`src/rtl/pulse_gen_pkg.sv`:
```
// Shared definitions for the pulse train generator: FSM encoding, default sizes
// and the accumulator width rule.
// No logic of its own; consumed by pulse_spacer and pulse_train_gen.
package pulse_gen_pkg;

    typedef enum logic {
        IDLE = 1'b0,
        RUN  = 1'b1
    } state_e;

    localparam int DEF_WINDOW_CYCLES = 100;
    localparam int DEF_CNT_W         = 9;

    // Accumulator holds values below 2*W (acc < W plus an addend <= W/2)
    function automatic int acc_width(input int w);
        return $clog2(w) + 1;
    endfunction

endpackage

```
`src/rtl/pulse_spacer.sv`:
```
// Bresenham accumulator deciding which window cycles carry a pulse.
// Latency: pulse_nxt_o is the decision for the NEXT window cycle (one-step lookahead),
// so the caller can register it and still place the pulse in its own cycle.
// No backpressure: advances whenever adv_i is high, clr_i has priority.
module pulse_spacer
    import pulse_gen_pkg::*;
#(
    parameter int WINDOW_CYCLES = DEF_WINDOW_CYCLES,
    parameter int CNT_W         = DEF_CNT_W
) (
    input  logic             clk,
    input  logic             resetN,
    input  logic [CNT_W-1:0] n_eff_i,
    input  logic             clr_i,
    input  logic             adv_i,
    output logic             pulse_nxt_o
);

    localparam int            AW  = acc_width(WINDOW_CYCLES);
    localparam logic [AW-1:0] W_V = AW'(WINDOW_CYCLES);

    // acc_q holds k*N mod W for the window cycle k currently being output
    logic [AW-1:0] acc_q;
    logic [AW-1:0] acc_d;
    logic [AW-1:0] n_ext;
    logic [AW-1:0] sum_cur;
    logic [AW-1:0] sum_nxt;

    // Step the accumulator once (k -> k+1), then test whether cycle k+1 wraps
    always_comb begin
        n_ext       = AW'(n_eff_i);
        sum_cur     = acc_q + n_ext;
        acc_d       = (sum_cur >= W_V) ? (sum_cur - W_V) : sum_cur;
        sum_nxt     = acc_d + n_ext;
        pulse_nxt_o = (sum_nxt >= W_V);
    end

    // Cleared at every window start (k=0 has acc=0), stepped once per window cycle
    always_ff @(posedge clk or negedge resetN) begin
        if (!resetN) begin
            acc_q <= '0;
        end else if (clr_i) begin
            acc_q <= '0;
        end else if (adv_i) begin
            acc_q <= acc_d;
        end
    end

endmodule

```
`src/rtl/pulse_train_gen.sv`:
```
// Emits N evenly spaced single-cycle pulses per W-cycle window plus window strobes.
// Latency: start sampled at edge t -> busy/windowTick in cycle t+1 (k=0); pulses land in their own cycle k.
// No backpressure; stop halts at the end of the current window. W must be >= 4 and even.
module pulse_train_gen
    import pulse_gen_pkg::*;
#(
    parameter int WINDOW_CYCLES = DEF_WINDOW_CYCLES,
    parameter int CNT_W         = DEF_CNT_W
) (
    input  logic             clk,
    input  logic             resetN,
    input  logic             start,
    input  logic             stop,
    input  logic [CNT_W-1:0] targetCount,
    output logic             pulseOut,
    output logic             windowTick,
    output logic             windowDone,
    output logic [CNT_W-1:0] lastCount,
    output logic             busy,
    output logic             clamped
);

    localparam int               KW      = $clog2(WINDOW_CYCLES);
    localparam logic [KW-1:0]    K_LAST  = KW'(WINDOW_CYCLES - 1);
    localparam int               HALF    = WINDOW_CYCLES / 2;
    localparam logic [CNT_W-1:0] CNT_MAX = '1;

    state_e           state_q;
    logic [KW-1:0]    k_q;
    logic [CNT_W-1:0] neff_q;
    logic [CNT_W-1:0] cnt_q;
    logic [CNT_W-1:0] last_q;
    logic             stop_pend_q;
    logic             pulse_q;
    logic             tick_q;
    logic             done_q;
    logic             clamped_q;

    logic             over_d;
    logic [CNT_W-1:0] neff_d;
    logic [CNT_W-1:0] cnt_total_d;
    logic             win_start;
    logic             advance;
    logic             spacer_pulse;

    // Clamp, window start/advance decisions and the running pulse total
    always_comb begin
        over_d      = 32'(targetCount) > 32'(HALF);
        neff_d      = over_d ? CNT_W'(HALF) : targetCount;
        win_start   = ((state_q == IDLE) && start && !stop) ||
                      ((state_q == RUN) && (k_q == K_LAST) && !(stop_pend_q || stop));
        advance     = (state_q == RUN) && (k_q != K_LAST);
        // pulse_q is the pulse currently on the wire; include it, saturating
        cnt_total_d = (pulse_q && (cnt_q != CNT_MAX)) ? (cnt_q + CNT_W'(1)) : cnt_q;
    end

    pulse_spacer #(
        .WINDOW_CYCLES (WINDOW_CYCLES),
        .CNT_W         (CNT_W)
    ) u_spacer (
        .clk         (clk),
        .resetN      (resetN),
        .n_eff_i     (neff_q),
        .clr_i       (win_start),
        .adv_i       (advance),
        .pulse_nxt_o (spacer_pulse)
    );

    // FSM, window counter, in-window count, stop-pending and registered outputs
    always_ff @(posedge clk or negedge resetN) begin
        if (!resetN) begin
            state_q     <= IDLE;
            k_q         <= '0;
            neff_q      <= '0;
            cnt_q       <= '0;
            last_q      <= '0;
            stop_pend_q <= 1'b0;
            pulse_q     <= 1'b0;
            tick_q      <= 1'b0;
            done_q      <= 1'b0;
            clamped_q   <= 1'b0;
        end else begin
            pulse_q <= 1'b0;
            tick_q  <= 1'b0;
            done_q  <= 1'b0;
            case (state_q)
                IDLE: begin
                    if (start && !stop) begin
                        state_q     <= RUN;
                        k_q         <= '0;
                        neff_q      <= neff_d;
                        clamped_q   <= over_d;
                        cnt_q       <= '0;
                        stop_pend_q <= 1'b0;
                        tick_q      <= 1'b1;
                    end
                end
                RUN: begin
                    if (stop) begin
                        stop_pend_q <= 1'b1;
                    end
                    if (k_q == K_LAST) begin
                        done_q <= 1'b1;
                        last_q <= cnt_total_d;
                        if (stop_pend_q || stop) begin
                            state_q     <= IDLE;
                            stop_pend_q <= 1'b0;
                        end else begin
                            // k=0 never carries a pulse because N_eff <= W/2 < W
                            k_q       <= '0;
                            neff_q    <= neff_d;
                            clamped_q <= over_d;
                            cnt_q     <= '0;
                            tick_q    <= 1'b1;
                        end
                    end else begin
                        k_q     <= k_q + KW'(1);
                        pulse_q <= spacer_pulse;
                        cnt_q   <= cnt_total_d;
                    end
                end
                default: state_q <= IDLE;
            endcase
        end
    end

    assign pulseOut   = pulse_q;
    assign windowTick = tick_q;
    assign windowDone = done_q;
    assign lastCount  = last_q;
    assign busy       = (state_q == RUN);
    assign clamped    = clamped_q;

endmodule

```
`config.mk`:
```
export PLATFORM = sky130hd
export DESIGN_NAME = pulse_train_gen
export DESIGN_NICKNAME = d
export VERILOG_FILES = /design/src/rtl/pulse_gen_pkg.sv /design/src/rtl/pulse_spacer.sv /design/src/rtl/pulse_train_gen.sv
export SDC_FILE = /design/constraint.sdc
export NUM_CORES = 1
export LEC_CHECK = 0
export BUFFER_PORTS_ARGS = -buffer_cell sky130_fd_sc_hd__clkbuf_2
export CORE_MARGIN = 1
export CORE_UTILIZATION = 54
export CTS_CLUSTER_DIAMETER = 200
export DETAILED_ROUTE_END_ITERATION = 16
export PLACE_DENSITY = 0.76
export SYNTH_ARGS = -nofsm -noshare
export SYNTH_HDL_FRONTEND = slang
export SYNTH_HIERARCHICAL = 1
export SYNTH_SLANG_ARGS = --single-unit
```
`constraint.sdc`:
```
create_clock -name clk -period 4.4 [get_ports clk]
set_clock_uncertainty 0.05 [all_clocks]
set_input_delay 0.88 -clock clk [delete_from_list [all_inputs] [get_ports clk]]
set_output_delay 0.88 -clock clk [all_outputs]
set_load 0.01 [all_outputs]
```
==> flow_summary.ini <==
[clock_network]
tritoncts = built
cts_buffer_depth = 2
cts_hold_buf = 0
cts_buffers = 5
clk_latency_ps = 310
cts-root-buf = clkbuf_8
cts.sinks = 47
clk_pin_slew_worst_paths_ps = 110
cts.htree.levels = 2

[timing]
hold_violations = 0
worst_slack_ps = 277.5
period_minus_slack_ps = 4123
relSlewSlack_pct = 46.96
max_freq_ghz = 0.2426
post-route-period-util_pct = 93.69
rsz0062_at_grt = no
tns_ps = 0
slew_viol_final = 0
tightestPinTransition_ps = 793.9
finalSetupViolCount = 0

[synth]
ys_warn_count = 6
syn_area_sq_mm = 0.003226
syn_inst = 317
synth_nets = 352
avgSynthCellArea_sq_um = 10.18

[critical_path]
worstPathMaxFanout = 4
r2r_slack_ps = 280
cp.required_ps = 4570
r2r-end = pulseOut
critical_path.startpoint_type = flip-flop
r2r-start = u_spacer/acc_q[1]
worstRegToRegCells = 18
cp-end-kind = flip-flop
crit_start = u_spacer/acc_q[1]
endpoint = pulseOut
cp_data_arrival_time_ps = 4290
worstSetupPathType = flip-flop to flip-flop

[detailed_routing]
via_per_inst = 6.181
finalWirelength_um = 7057
drt-initial-drc-count = 143
wire_per_inst_um = 16.80
drtPass1Iterations = 4
drc = 0
drtAntennaViolNets = 0
vias = 2596

[cells_and_area]
diodes = 0
num-fill-cells = 467
nets = 382
syn2layout_area_growth_pct = 10.59
drive_gt1_share_pct = 25.29
final_cell_area_sq_mm = 0.003567

[placed_design]
io_buffers = 26
place_area_sq_mm = 0.003410
dpl.hpwl_um = 5033
place_congestion = 0.8838
place_ws_ps = 50.77

[floorplan]
die_area_sq_mm = 0.006286
die_y_um = 79.29
die_w_um = 79.29
start_util_pct = 57.17
core_area_sq_mm = 0.005642
ios = 27
fp-row-count = 27

[run]
max_cap_viol_count = 0

[global_routing]
grtUsageTotal_pct = 24.21
grt_pass1_vias = 2460
grt-ovfl-total = 0
grt_max_degree = 48
antenna_found_initial = 0
grt_pass1_wl_um = 11830

[worst_hold_path]
min_path_type = flip-flop to flip-flop

[run_status]
status = finished, final reports clean
[worst min-delay path by stage]
stage / slack, ps / end / from / cells past startpoint
global route: 500 / clamped / clamped / 2
detailed placement: 450 / lastCount[7] / lastCount[7] / 1
finish: 470 / lastCount[7] / lastCount[7] / 1
CTS: 480 / lastCount[5] / lastCount[5] / 1
global placement: 440 / lastCount[3] / lastCount[3] / 1
floorplan: 430 / k_q[4] / k_q[4] / 1
[routing by layer]
metal  global-route usage, %  share of wire [%]  vias up
li1                        -                  -     1244
met1                   33.60                 48     1277
met2                   38.62                 47       64
met3                   3.448                4.0       11
met4                   8.000                1.4        0
met5                       0                  0        -
[flip-flops by register name, indices dropped and copies added (netlist names)]
name,count
cnt_q,9
lastCount,9
neff_q,8
u_spacer/acc_q,8
k_q,7
busy,1
clamped,1
pulseOut,1
stop_pend_q,1
windowDone,1
windowTick,1
[critical path, stage by stage, from the launching register on]
cell	delay, ps
dfrtp_1	440
ha_1	330
a211oi_4	270
nor3b_1	100
or2_2	350
ha_1	210
nand2_1	80
o221ai_2	110
and3_4	200
nor2_2	190
mux2i_1	230
ha_2	310
o21ai_1	200
a21oi_1	120
or3_1	340
o2111a_1	140
nor2b_1	120
mux2i_1	80
and2_1	150
[through the flow]
| step | hold slack, ps | utilization, % | instances |
|---|---|---|---|
| finish | 470.2 | 63.23 | 420 |
| global route | 498.5 | 63.23 | 420 |
| CTS | 475.8 | 62.14 | 419 |
| detailed placement | 450.1 | 60.43 | 411 |
| global placement | 442.3 | 60.43 | 411 |
| floorplan | 431.2 | - | 317 |
[cell type report]
class | count | area, sq um | share of cell area (%)
Sequential cell | 47 | 1176 | 32.97
Multi-Input combinational cell | 244 | 1967 | 55.14
Clock buffer | 5 | 68.82 | 1.929
Inverter | 18 | 70.07 | 1.964
Tap cell | 72 | 90.09 | 2.525
Clock inverter | 3 | 27.53 | 0.7717
Timing Repair Buffer | 31 | 167.7 | 4.700
[placed cells by master, fill, tap and decap left out, types with 8 or more instances in the layout]
cell	count
nand2_1	15
inv_1	16
ha_1	19
mux2_2	8
a21oi_1	12
nor2_1	22
o21ai_0	13
clkbuf_2	26
nand3_1	9
dfrtp_1	47
[what timing repair did]
item,CTS,global route
setup endpoints to repair,0,1
buffers inserted,0,1
resized for setup,0,12
Power is left out: the tool's default activity adds up to more than one toggle a clock period on the data nets, which glitch-free logic cannot reach.
